===== src/rtl/prio_enc_hs_if.sv =====
// Request/grant bundle for prio_enc_hs: request inputs, priority mode,
// the valid/ready code output and the pending/busy status.
interface prio_enc_hs_if #(
  parameter int N = 8,
  parameter int W = 3
);
  logic [N-1:0] d;
  logic [1:0]   mode;
  logic [W-1:0] out_code;
  logic         out_vld;
  logic         out_rdy;
  logic [N-1:0] pending;
  logic         busy;

  modport master (
    output d, mode, out_rdy,
    input  out_code, out_vld, pending, busy
  );

  modport slave (
    input  d, mode, out_rdy,
    output out_code, out_vld, pending, busy
  );
endinterface


===== src/rtl/prio_enc_hs.sv =====
// Sticky-request priority encoder: captures request pulses into a pending
// register and hands out one index per cycle through a valid/ready stage.
module prio_enc_hs #(
  parameter int N = 8,
  parameter int W = 3
) (
  input logic         clk,
  input logic         rst_n,
  prio_enc_hs_if.slave bus
);

  if (N < 2 || W != $clog2(N)) begin : g_bad_param
    $error("prio_enc_hs: N must be >= 2 and W must equal clog2(N)");
  end

  logic [N-1:0] pending_q;
  logic [W-1:0] code_q;
  logic         vld_q;
  logic [W-1:0] last_q;

  logic [W-1:0] sel;
  logic         found;
  int           idx;
  logic [N-1:0] grant_mask;
  logic         load;

  // Selection only looks at registered pending, so fresh requests wait a cycle.
  always_comb begin
    sel   = '0;
    found = 1'b0;
    idx   = 0;
    case (bus.mode)
      2'd1: begin
        for (int i = N - 1; i >= 0; i--) begin
          if (pending_q[W'(i)]) sel = W'(i);
        end
      end
      2'd2: begin
        for (int k = 1; k <= N; k++) begin
          idx = (int'(last_q) + k) % N;
          if (!found && pending_q[W'(idx)]) begin
            sel   = W'(idx);
            found = 1'b1;
          end
        end
      end
      default: begin
        for (int i = 0; i < N; i++) begin
          if (pending_q[W'(i)]) sel = W'(i);
        end
      end
    endcase
  end

  assign grant_mask = N'(1) << sel;
  assign load       = (!vld_q || bus.out_rdy) && (pending_q != '0);

  always_ff @(posedge clk) begin
    if (!rst_n) begin
      pending_q <= '0;
      vld_q     <= 1'b0;
      code_q    <= '0;
      last_q    <= W'(N - 1);
    end else if (load) begin
      code_q    <= sel;
      vld_q     <= 1'b1;
      last_q    <= sel;
      // OR-ing d after the clear lets a same-edge request re-arm the granted bit.
      pending_q <= (pending_q & ~grant_mask) | bus.d;
    end else begin
      if (vld_q && bus.out_rdy) vld_q <= 1'b0;
      pending_q <= pending_q | bus.d;
    end
  end

  assign bus.out_code = code_q;
  assign bus.out_vld  = vld_q;
  assign bus.pending  = pending_q;
  assign bus.busy     = vld_q || (pending_q != '0);

endmodule


===== src/flat_wrapper.sv =====
// flat-port wrapper written by rule: the top's interface ports become plain ports
module prio_enc_hs_flat 
#(
  parameter int N = 8,
  parameter int W = 3
)
  (clk, rst_n, bus_d, bus_mode, bus_out_rdy, bus_out_code, bus_out_vld, bus_pending, bus_busy);
  prio_enc_hs_if #(.N(N), .W(W)) bus_i ();
  input logic clk;
  input logic rst_n;
  input wire logic [$bits(bus_i.d)-1:0] bus_d;
  input wire logic [$bits(bus_i.mode)-1:0] bus_mode;
  input wire logic [$bits(bus_i.out_rdy)-1:0] bus_out_rdy;
  output wire logic [$bits(bus_i.out_code)-1:0] bus_out_code;
  output wire logic [$bits(bus_i.out_vld)-1:0] bus_out_vld;
  output wire logic [$bits(bus_i.pending)-1:0] bus_pending;
  output wire logic [$bits(bus_i.busy)-1:0] bus_busy;
  assign bus_i.d = bus_d;
  assign bus_i.mode = bus_mode;
  assign bus_i.out_rdy = bus_out_rdy;
  assign bus_out_code = bus_i.out_code;
  assign bus_out_vld = bus_i.out_vld;
  assign bus_pending = bus_i.pending;
  assign bus_busy = bus_i.busy;
  prio_enc_hs #(.N(N), .W(W)) u_core (.clk(clk), .rst_n(rst_n), .bus(bus_i));
endmodule

===== config.mk =====
export PLATFORM = sky130hd
export DESIGN_NAME = prio_enc_hs_flat
export DESIGN_NICKNAME = d
export VERILOG_FILES = /design/src/rtl/prio_enc_hs_if.sv /design/src/rtl/prio_enc_hs.sv /design/src/flat_wrapper.sv
export SDC_FILE = /design/constraint.sdc
export NUM_CORES = 1
export LEC_CHECK = 0
export CAP_MARGIN = 10
export CORE_MARGIN = 1
export CORE_UTILIZATION = 52
export CTS_CLUSTER_SIZE = 20
export DETAILED_ROUTE_END_ITERATION = 8
export GPL_TIMING_DRIVEN = 0
export MAX_ROUTING_LAYER = met4
export PLACE_DENSITY = 0.76
export SYNTH_ARGS = -nofsm -noshare
export SYNTH_HDL_FRONTEND = slang
export SYNTH_SLANG_ARGS = --single-unit

===== constraint.sdc =====
create_clock -name clk -period 5.9 [get_ports clk]
set_input_delay 1.18 -clock clk [delete_from_list [all_inputs] [get_ports clk]]
set_output_delay 1.18 -clock clk [all_outputs]
set_load 0.05 [all_outputs]

==> impl_metrics.yaml, run 1 <==
placed_design:
  port-buffer-count: 25
  hpwl_um: 4260
  place_ws_ns: 2.16
  gp_congestion: 0.970
route:
  final_antenna_net_count: 0
  drc: 0
  drt_wl_total_um: 5450
  vias: 1823
  first_pass_iters: 4
  wl_per_cell_um: 20.1
  viasPerCell: 6.73
  drt_iter0_drc: 111
clock_tree:
  htree_levels: 1
  clk_pin_slew_ns: 0.09
  cts_num_sinks: 15
  cts_tree: "yes"
  hold_buffers: 0
  cts_buffer_depth: 2
  post_cts_resized: 0
  clk_latency_ns: 0.29
  post_cts.repair.setup_buffers: 0
  root_buffer: "clkbuf_4"
  cts_buffers: 3
synth:
  synth_ff_type: "dfxtp_1"
  syn_nets: 213
  synth.distinct_cells: 52
  netlist_area_mm2: 0.00186
  synth_edf_count: 0
  async_flop_share: 0
  ys_ff_latch: 15
  avgSynthCellArea_um2: 9.47
  synthCells: 196
  synth_warnings: 0
  ys_seq_area_frac: 0.162
global_routing:
  grt_pass1_vias: 1831
  grt_pass1_wl_um: 8650
  antenna_found_initial: 0
  grt_max_degree: 11
  track_usage: 0.328
  grt_overflow: 0
pwr:
  leakage_nw: 0.817
  power_switching_w: 0.000293
  p_comb_frac: 0.700
  swShare: 0.474
  power.density_mw_per_mm2: 282
  pwr-share-seq: 0.200
  clock_power_share: 0.100
  p_int_w: 0.000325
  vdd_ir_drop_max_mv: 0.147
run:
  maxCapViolations: 0
floorplan:
  ioPinCount: 26
  rows: 21
  dieArea_mm2: 0.00381
  start_util: 0.547
  die_y_um: 61.7
  die_w_um: 61.7
  core_area_mm2: 0.00339
final_layout:
  final_nets: 243
  utilization: 0.646
  synthToLayoutAreaGrowth_pct: 18.1
  final_common_cell: "clkdlybuf4s50_1"
  final_cell_mix: "25 x clkdlybuf4s50_1, 15 x mux4_2, 15 x dfxtp_1, 11 x nand2_1"
  diodes: 0
  drive_gt1_frac: 0.187
timing:
  setup_viol: 0
  rsz0062_at_grt: "no"
  period_share: 0.652
  tns_ns: 0
  slew-limit-headroom: 0.484
  post-route-worst-setup-slack_ns: 2.05
  fmax_mhz: 260
  worst_pin_slew_ns: 0.770
  slew_viol_final: 0
  min_period_ns: 3.85
  hold_violations: 0
  skew_ns: 0.000509
worst_setup_path:
  path_cells: "buf_2 -> inv_1 -> ha_1 -> buf_4 -> buf_2 -> mux4_2 -> nor2_1 -> nand4_1 -> o21ai_0 -> a211oi_1 -> o31ai_1 -> a41oi_1"
  cp.arrival_ns: 3.99
  critPathCaptureType: "register"
  path_max_fanout: 10
  worst-setup-path-type: "reg2reg"
  critical_path.max_stage_delay_ns: 0.62
  crit_required_ns: 6.04
  cp_num_buf_inv: 4
  timing.critical_path.from_type: "register"
  crit_slowest_cell: "o31ai_1"
  critPathTopFamily: "compound AO/OA/AOI/OAI gates"
  cpMostUsedCell: "buf_2"
status:
  status: "finished, final reports clean"
worst_hold_path:
  worstHoldPathType: "reg2reg"
worst min-delay path, cell delays in order, from the launching register on:
cell and delay [ns]:
dfxtp_1 0.33, nand2_1 0.06, a21boi_0 0.08
worst paths after layout:
kind,from,endpoint,slack (ns),cells past startpoint
setup reg to reg,u_core.last_q[1],u_core.bus.pending[3],2.05,12
hold / removal,u_core.bus.out_code[2],u_core.bus.out_code[2],0.51,2
setup / recovery,u_core.last_q[1],u_core.bus.pending[3],2.05,12
hold reg to reg,u_core.bus.out_code[2],u_core.bus.out_code[2],0.51,2
stage by stage:
step / hold slack (ns) / total power, W / std cells / area [um2]
2_1_floorplan: 0.679 / 0.000450 / 196 / 1860
3_3_place_gp: 0.458 / 0.000539 / 267 / 2160
3_5_place_dp: 0.497 / 0.000551 / 267 / 2160
4_1_cts: 0.514 / 0.000613 / 271 / 2190
5_1_grt: 0.537 / 0.000652 / 271 / 2190
6_report: 0.506 / 0.000618 / 271 / 2190
cell families after synthesis:
logic type                 synth area share
AOI/OAI and AO/OA                     0.229
and+or+nand+nor                       0.164
muxes                                 0.323
buffers and inverters                0.0769
DFF                                   0.162
adders and majority gates            0.0270
xor gates and xnor gates             0.0182
synth_stat cells (4+ instances only):
cell | count | area (um2)
inv_1 | 10 | 37.5
a21oi_1 | 10 | 50.1
mux4_2 | 15 | 338
mux2_2 | 8 | 90.1
a41oi_1 | 4 | 35.0
clkbuf_1 | 10 | 37.5
o21ai_0 | 10 | 50.1
nand2b_1 | 5 | 31.3
a31oi_1 | 4 | 25.0
nand2_1 | 11 | 41.3
o21a_1 | 6 | 45.0
nor2b_1 | 8 | 50.1
dfxtp_1 | 15 | 300
nor2_1 | 9 | 33.8
mux2i_1 | 7 | 70.1
ha_1 | 4 | 50.1
o41a_1 | 4 | 45.0
state kept, by name, summed over array words and instances, names as in the netlist:
signal	flops
u_core.bus.out_code	3
u_core.bus.pending	8
u_core.last_q	3
u_core.bus.out_vld	1
routing by layer:
layer  vias up  wire length, um  GRT usage
met2        83             2830      0.555
met4         0              104      0.159
met1       897             2150      0.387
met3        16              361     0.0393
li1        827                -          -
met5         -                0          -
final cells by class:
cell class,count,area (um2)
plain buffers,17,97.6
clock buffers,3,22.5
clock inverters,1,5.00
fillers,274,1200
inverters,12,45.0
multi-input cells,152,1410
flip-flops and latches,15,300
well taps,46,57.6
repair buffers,25,250
power by group through the flow:
| stage | sequential, W | clock [W] | combinational, W |
|---|---|---|---|
| after global placement | 0.000125 | 0 | 0.000414 |
| after CTS | 0.000123 | 0.0000615 | 0.000428 |
| after floorplan | 0.000151 | 0 | 0.000299 |
| final | 0.000124 | 0.0000616 | 0.000433 |
| after detailed placement | 0.000126 | 0 | 0.000425 |
| after global routing | 0.000125 | 0.0000641 | 0.000463 |
No activity file was read; power rests on OpenSTA's default activity.
==> run 2: changes to the inputs <==
--- a/config.mk
+++ b/config.mk
@@ -7,12 +7,12 @@
 export LEC_CHECK = 0
 export CAP_MARGIN = 10
 export CORE_MARGIN = 1
-export CORE_UTILIZATION = 52
+export CORE_UTILIZATION = 50
 export CTS_CLUSTER_SIZE = 20
 export DETAILED_ROUTE_END_ITERATION = 8
 export GPL_TIMING_DRIVEN = 0
 export MAX_ROUTING_LAYER = met4
-export PLACE_DENSITY = 0.76
+export PLACE_DENSITY = 0.77
 export SYNTH_ARGS = -nofsm -noshare
 export SYNTH_HDL_FRONTEND = slang
 export SYNTH_SLANG_ARGS = --single-unit
==> constraint.sdc (replaced) <==
create_clock -name clk -period 3.26 [get_ports clk]
set_input_delay 0.652 -clock clk [delete_from_list [all_inputs] [get_ports clk]]
set_output_delay 0.652 -clock clk [all_outputs]
set_load 0.05 [all_outputs]
==> run 2 against run 1 <==
Against the previous run:
- worst setup slack lost 2.0 ns
- critical endpoint is now u_core.bus.pending[4]
- die area is 3.9% higher
- fmax increased by 20%
- first-iteration DRC count rose by 36%
- largest cell class unchanged
- sequential cell count stayed put
- combinational power grew 110%
- wire length down 4.4%
- final cell count rose by 3.0%
- largest power group unchanged
==> impl_metrics.yaml, run 2 (same netlist as run 1, synthesis figures left out) <==
clock_tree:
  htree_levels: 1
  cts_tree: "yes"
  cts_buffer_depth: 2
  cts_num_sinks: 15
  clk_latency_ns: 0.24
  root_buffer: "clkbuf_8"
  hold_buffers: 0
  cts_buffers: 3
  clk_pin_slew_ns: 0.06
global_routing:
  track_usage: 0.276
  antenna_found_initial: 0
  grt_overflow: 0
  grt_pass1_vias: 1646
  grt_busiest_layer: "met2"
  grt_max_degree: 11
  gr-usage-met3: 0.0237
  grtUsageMet2: 0.441
  use_met1: 0.377
  grt_pass1_wl_um: 8390
placed_design:
  gp_congestion: 0.883
  dp.cells: 267
  placed_cell_area_mm2: 0.00216
  hpwl_um: 3860
  place_ws_ns: -0.478
  port-buffer-count: 25
worst_setup_path:
  crit_required_ns: 3.39
  path_max_fanout: 10
  timing.critical_path.from_type: "register"
  worst-setup-path-type: "reg2reg"
  critPathCaptureType: "register"
  cp.arrival_ns: 3.33
route:
  drt_iter0_drc: 151
  final_antenna_net_count: 0
  first_pass_iters: 4
  vias: 1816
  wl_per_cell_um: 18.7
  drt_wl_total_um: 5220
  viasPerCell: 6.51
  drc: 0
run:
  maxCapViolations: 0
timing:
  slew-limit-headroom: 0.467
  slew_viol_final: 0
  min_period_ns: 3.21
  period_share: 0.983
  post-route-worst-setup-slack_ns: 0.0542
  skew_ns: 0.00120
  fmax_mhz: 312
  hold_violations: 0
  tns_ns: 0
  worst_pin_slew_ns: 0.796
  setup_viol: 0
pwr:
  vdd_ir_drop_max_mv: 0.297
  clock_power_share: 0.117
  p_int_w: 0.000709
  swShare: 0.441
  power.density_mw_per_mm2: 533
  leakage_nw: 0.896
  pwr-share-seq: 0.179
  power.total_w: 0.00127
  power_switching_w: 0.000559
  p_comb_frac: 0.704
floorplan:
  ioPinCount: 26
  core_area_mm2: 0.00344
  rows: 21
  start_util: 0.539
  die_w_um: 62.9
  die_y_um: 62.9
  dieArea_mm2: 0.00396
final_layout:
  largest_reg_flops: 8
  final_cell_mix: "25 x clkdlybuf4s50_1, 15 x mux4_2, 14 x dfxtp_1, 11 x nand2_1"
  synthToLayoutAreaGrowth_pct: 28.2
  stdcell_area_mm2: 0.00238
  final_common_cell: "clkdlybuf4s50_1"
  final_cells: 279
  drive_gt1_frac: 0.262
  diodes: 0
  final_nets: 251
status:
  status: "finished, final reports clean"
worst_hold_path:
  worstHoldPathType: "reg2reg"
## run 2: cell types whose count changed in the layout (fill, tap and decap cells not counted), sizes merged
cell    previous run  this run
buf                7        16
clkbuf            13        12
## run 2: cell type report
cell class              count  area (um2)
inverters                  12        50.0
clock buffers               3        41.3
repair buffers             34         318
plain buffers              16         131
clock inverters             1        5.00
well taps                  46        57.6
fillers                   274        1060
flip-flops and latches     15         304
multi-input cells         152        1470
## run 2: final timing paths
check	startpoint	endpoint	slack, ns	depth (start not counted)
worst max-delay path	u_core.last_q[0]	u_core.bus.pending[4]	0.05	12
worst min-delay path	u_core.bus.out_code[2]	u_core.bus.out_code[2]	0.47	2
worst max register to register	u_core.last_q[0]	u_core.bus.pending[4]	0.05	12
worst min register to register	u_core.bus.out_code[2]	u_core.bus.out_code[2]	0.47	2
## run 2: power by group through the flow
| stage | combinational (W) | sequential (W) | clock [W] |
|---|---|---|---|
| 2_1_floorplan | 0.000540 | 0.000273 | 0 |
| 3_3_place_gp | 0.000751 | 0.000227 | 0 |
| 3_5_place_dp | 0.000759 | 0.000228 | 0 |
| 4_1_cts | 0.000800 | 0.000225 | 0.000152 |
| 5_1_grt | 0.000947 | 0.000229 | 0.000161 |
| 6_report | 0.000892 | 0.000227 | 0.000149 |
## run 2: per-stage QoR
step           hold WS [ns]  utilization
6_report              0.468        0.691
5_1_grt               0.522        0.691
4_1_cts               0.472        0.660
3_5_place_dp          0.463        0.628
3_3_place_gp          0.460        0.628
2_1_floorplan         0.679            -
## run 2: layer usage
metal  wire [um]  vias to the layer above  part of all wire
li1            -                      845                 -
met1        2260                      874              0.43
met2        2550                       91              0.49
met4          44                        0            0.0084
met3         365                        6             0.070
met5           0                        -                 0
## run 2: what timing repair did
item	in CTS	in global routing
pin swaps	2	5
setup endpoints to repair	14	11
resized for setup	12	12
setup buffers	1	8
## run 2: worst max-delay path, stage by stage (launching register included)
cell and delay [ns]:
dfxtp_1 0.38, buf_6 0.13, clkinv_4 0.09, ha_4 0.30, buf_12 0.14, buf_8 0.13
mux4_2 0.36, mux2_4 0.30, and2_1 0.15, a31oi_1 0.15, nand4_1 0.23, a31o_1 0.33
o41a_1 0.39
==> run 3: changes to the inputs <==
--- a/config.mk
+++ b/config.mk
@@ -12,7 +12,7 @@
 export DETAILED_ROUTE_END_ITERATION = 8
 export GPL_TIMING_DRIVEN = 0
 export MAX_ROUTING_LAYER = met4
-export PLACE_DENSITY = 0.77
+export PLACE_DENSITY = 0.87
 export SYNTH_ARGS = -nofsm -noshare
 export SYNTH_HDL_FRONTEND = slang
 export SYNTH_SLANG_ARGS = --single-unit
==> run 3 against run 2 <==
Against the previous run:
- clock power is 4% higher
- combinational power is 7.3% lower
- power fell by 4.7%
- via count up 0.22%
- die area stayed put
- clock-buffer cell count is the same
- core utilization down 2.5 points
- largest cell class unchanged
- critical path depth unchanged
- global-route usage rose by 0.13 points
- first-iteration DRC count rose by 8.6%
- critical path type unchanged
==> impl_metrics.yaml, run 3 (same netlist as run 1, synthesis figures left out) <==
timing:
  slew_viol_final: 0
  fmax_mhz: 313
  slew-limit-headroom: 0.494
  tns_ns: 0
  period_share: 0.980
  holdWs_ns: 0.473
  setup_viol: 0
  skew_ns: 0.00187
  hold_violations: 0
  min_period_ns: 3.20
  worst_pin_slew_ns: 0.756
final_layout:
  largest_reg_flops: 8
  final_common_cell: "clkdlybuf4s50_1"
  final_cell_mix: "25 x clkdlybuf4s50_1, 15 x mux4_2, 14 x dfxtp_1, 11 x nand2_1"
  diodes: 0
  final_nets: 244
  stdcell_area_mm2: 0.00229
  synthToLayoutAreaGrowth_pct: 23.6
  drive_gt1_frac: 0.230
worst_setup_path:
  crit_required_ns: 3.40
  crit_slowest_cell: "dfxtp_4"
  cp.arrival_ns: 3.33
  worst-setup-path-type: "reg2reg"
  critical_path.max_stage_delay_ns: 0.38
  path_cells: "buf_8 -> inv_1 -> ha_4 -> buf_6 -> buf_6 -> mux4_2 -> mux2_2 -> and2_1 -> a31oi_1 -> nand4_1 -> a31o_1 -> o41a_1"
  critPathTopFamily: "compound AO/OA/AOI/OAI gates"
  cp_num_buf_inv: 4
  cpMostUsedCell: "buf_6"
  critPathCaptureType: "register"
  timing.critical_path.from_type: "register"
  path_max_fanout: 10
clock_tree:
  clk_pin_slew_ns: 0.06
  cts_tree: "yes"
  cts_buffer_depth: 2
  cts_buffers: 3
  cts_num_sinks: 15
  htree_levels: 1
  clk_latency_ns: 0.25
  root_buffer: "clkbuf_8"
route:
  drt_iter0_drc: 164
  drc: 0
  vias: 1820
  first_pass_iters: 5
  drt_wl_total_um: 5310
  viasPerCell: 6.69
  final_antenna_net_count: 0
  wl_per_cell_um: 19.5
placed_design:
  gp_congestion: 1.10
  port-buffer-count: 25
  hpwl_um: 3830
  placed_cell_area_mm2: 0.00216
pwr:
  vdd_ir_drop_max_mv: 0.371
  leakage_nw: 0.854
  power.density_mw_per_mm2: 527
global_routing:
  grt_overflow: 0
  grt_pass1_wl_um: 8320
  antenna_found_initial: 0
  track_usage: 0.277
  grt_max_degree: 11
  grt_pass1_vias: 1700
worst_hold_path:
  worstHoldPathType: "reg2reg"
status:
  status: "finished, final reports clean"
floorplan:
  dieArea_mm2: 0.00396
  core_area_mm2: 0.00344
  start_util: 0.539
  die_y_um: 62.9
  rows: 21
  ioPinCount: 26
  die_w_um: 62.9
run:
  maxCapViolations: 0
==> run 3: repair_timing <==
item | 4_1_cts | 5_1_grt
gates resized for setup | 12 | 7
setup endpoints to repair | 14 | 12
pin swaps | 2 | 3
buffers inserted | 0 | 2
hold buffers | 0 | 0
==> run 3: metrics by stage <==
step                utilization  instances  worst slack, ns  power, W
floorplan                     -        196            0.122  0.000814
global placement          0.628        267           -0.347  0.000968
detailed placement        0.628        267           -0.406  0.000982
CTS                       0.658        271          0.00455   0.00117
global route              0.666        272          -0.0291   0.00127
finish                    0.666        272           0.0640   0.00121
==> run 3: layer usage <==
metal  GRT usage  share of wire
met1       0.344           0.40
met2       0.448           0.50
met3      0.0347          0.082
met4       0.128          0.020
met5           -              0
==> run 3: worst paths after layout <==
path                                  to                    from  slack [ns]  cells past startpoint
setup / recovery   u_core.bus.pending[4]        u_core.last_q[1]        0.06                     12
hold / removal    u_core.bus.out_code[2]  u_core.bus.out_code[2]        0.47                      2
setup reg to reg   u_core.bus.pending[4]        u_core.last_q[1]        0.06                     12
hold reg to reg   u_core.bus.out_code[2]  u_core.bus.out_code[2]        0.47                      2
==> run 3: where the power goes <==
| group | total, W | switching (W) | internal (W) |
|---|---|---|---|
| registers | 0.000226 | 0.0000219 | 0.000205 |
| logic | 0.000827 | 0.000456 | 0.000371 |
| clock network | 0.000155 | 0.0000701 | 0.0000848 |
| total | 0.00121 | 0.000548 | 0.000660 |
==> run 3: tightest hold or removal path, stage by stage, from the launching register on <==
cell      delay, ns
dfxtp_1        0.31
nand2_1        0.05
a21boi_0       0.07
==> run 3: final cells by class <==
cell class,count,area [um2]
fillers,274,1150
clock inverters,1,5.00
well taps,46,57.6
flip-flops and latches,15,304
inverters,12,47.5
repair buffers,27,265
plain buffers,16,114
multi-input cells,152,1460
clock buffers,3,41.3
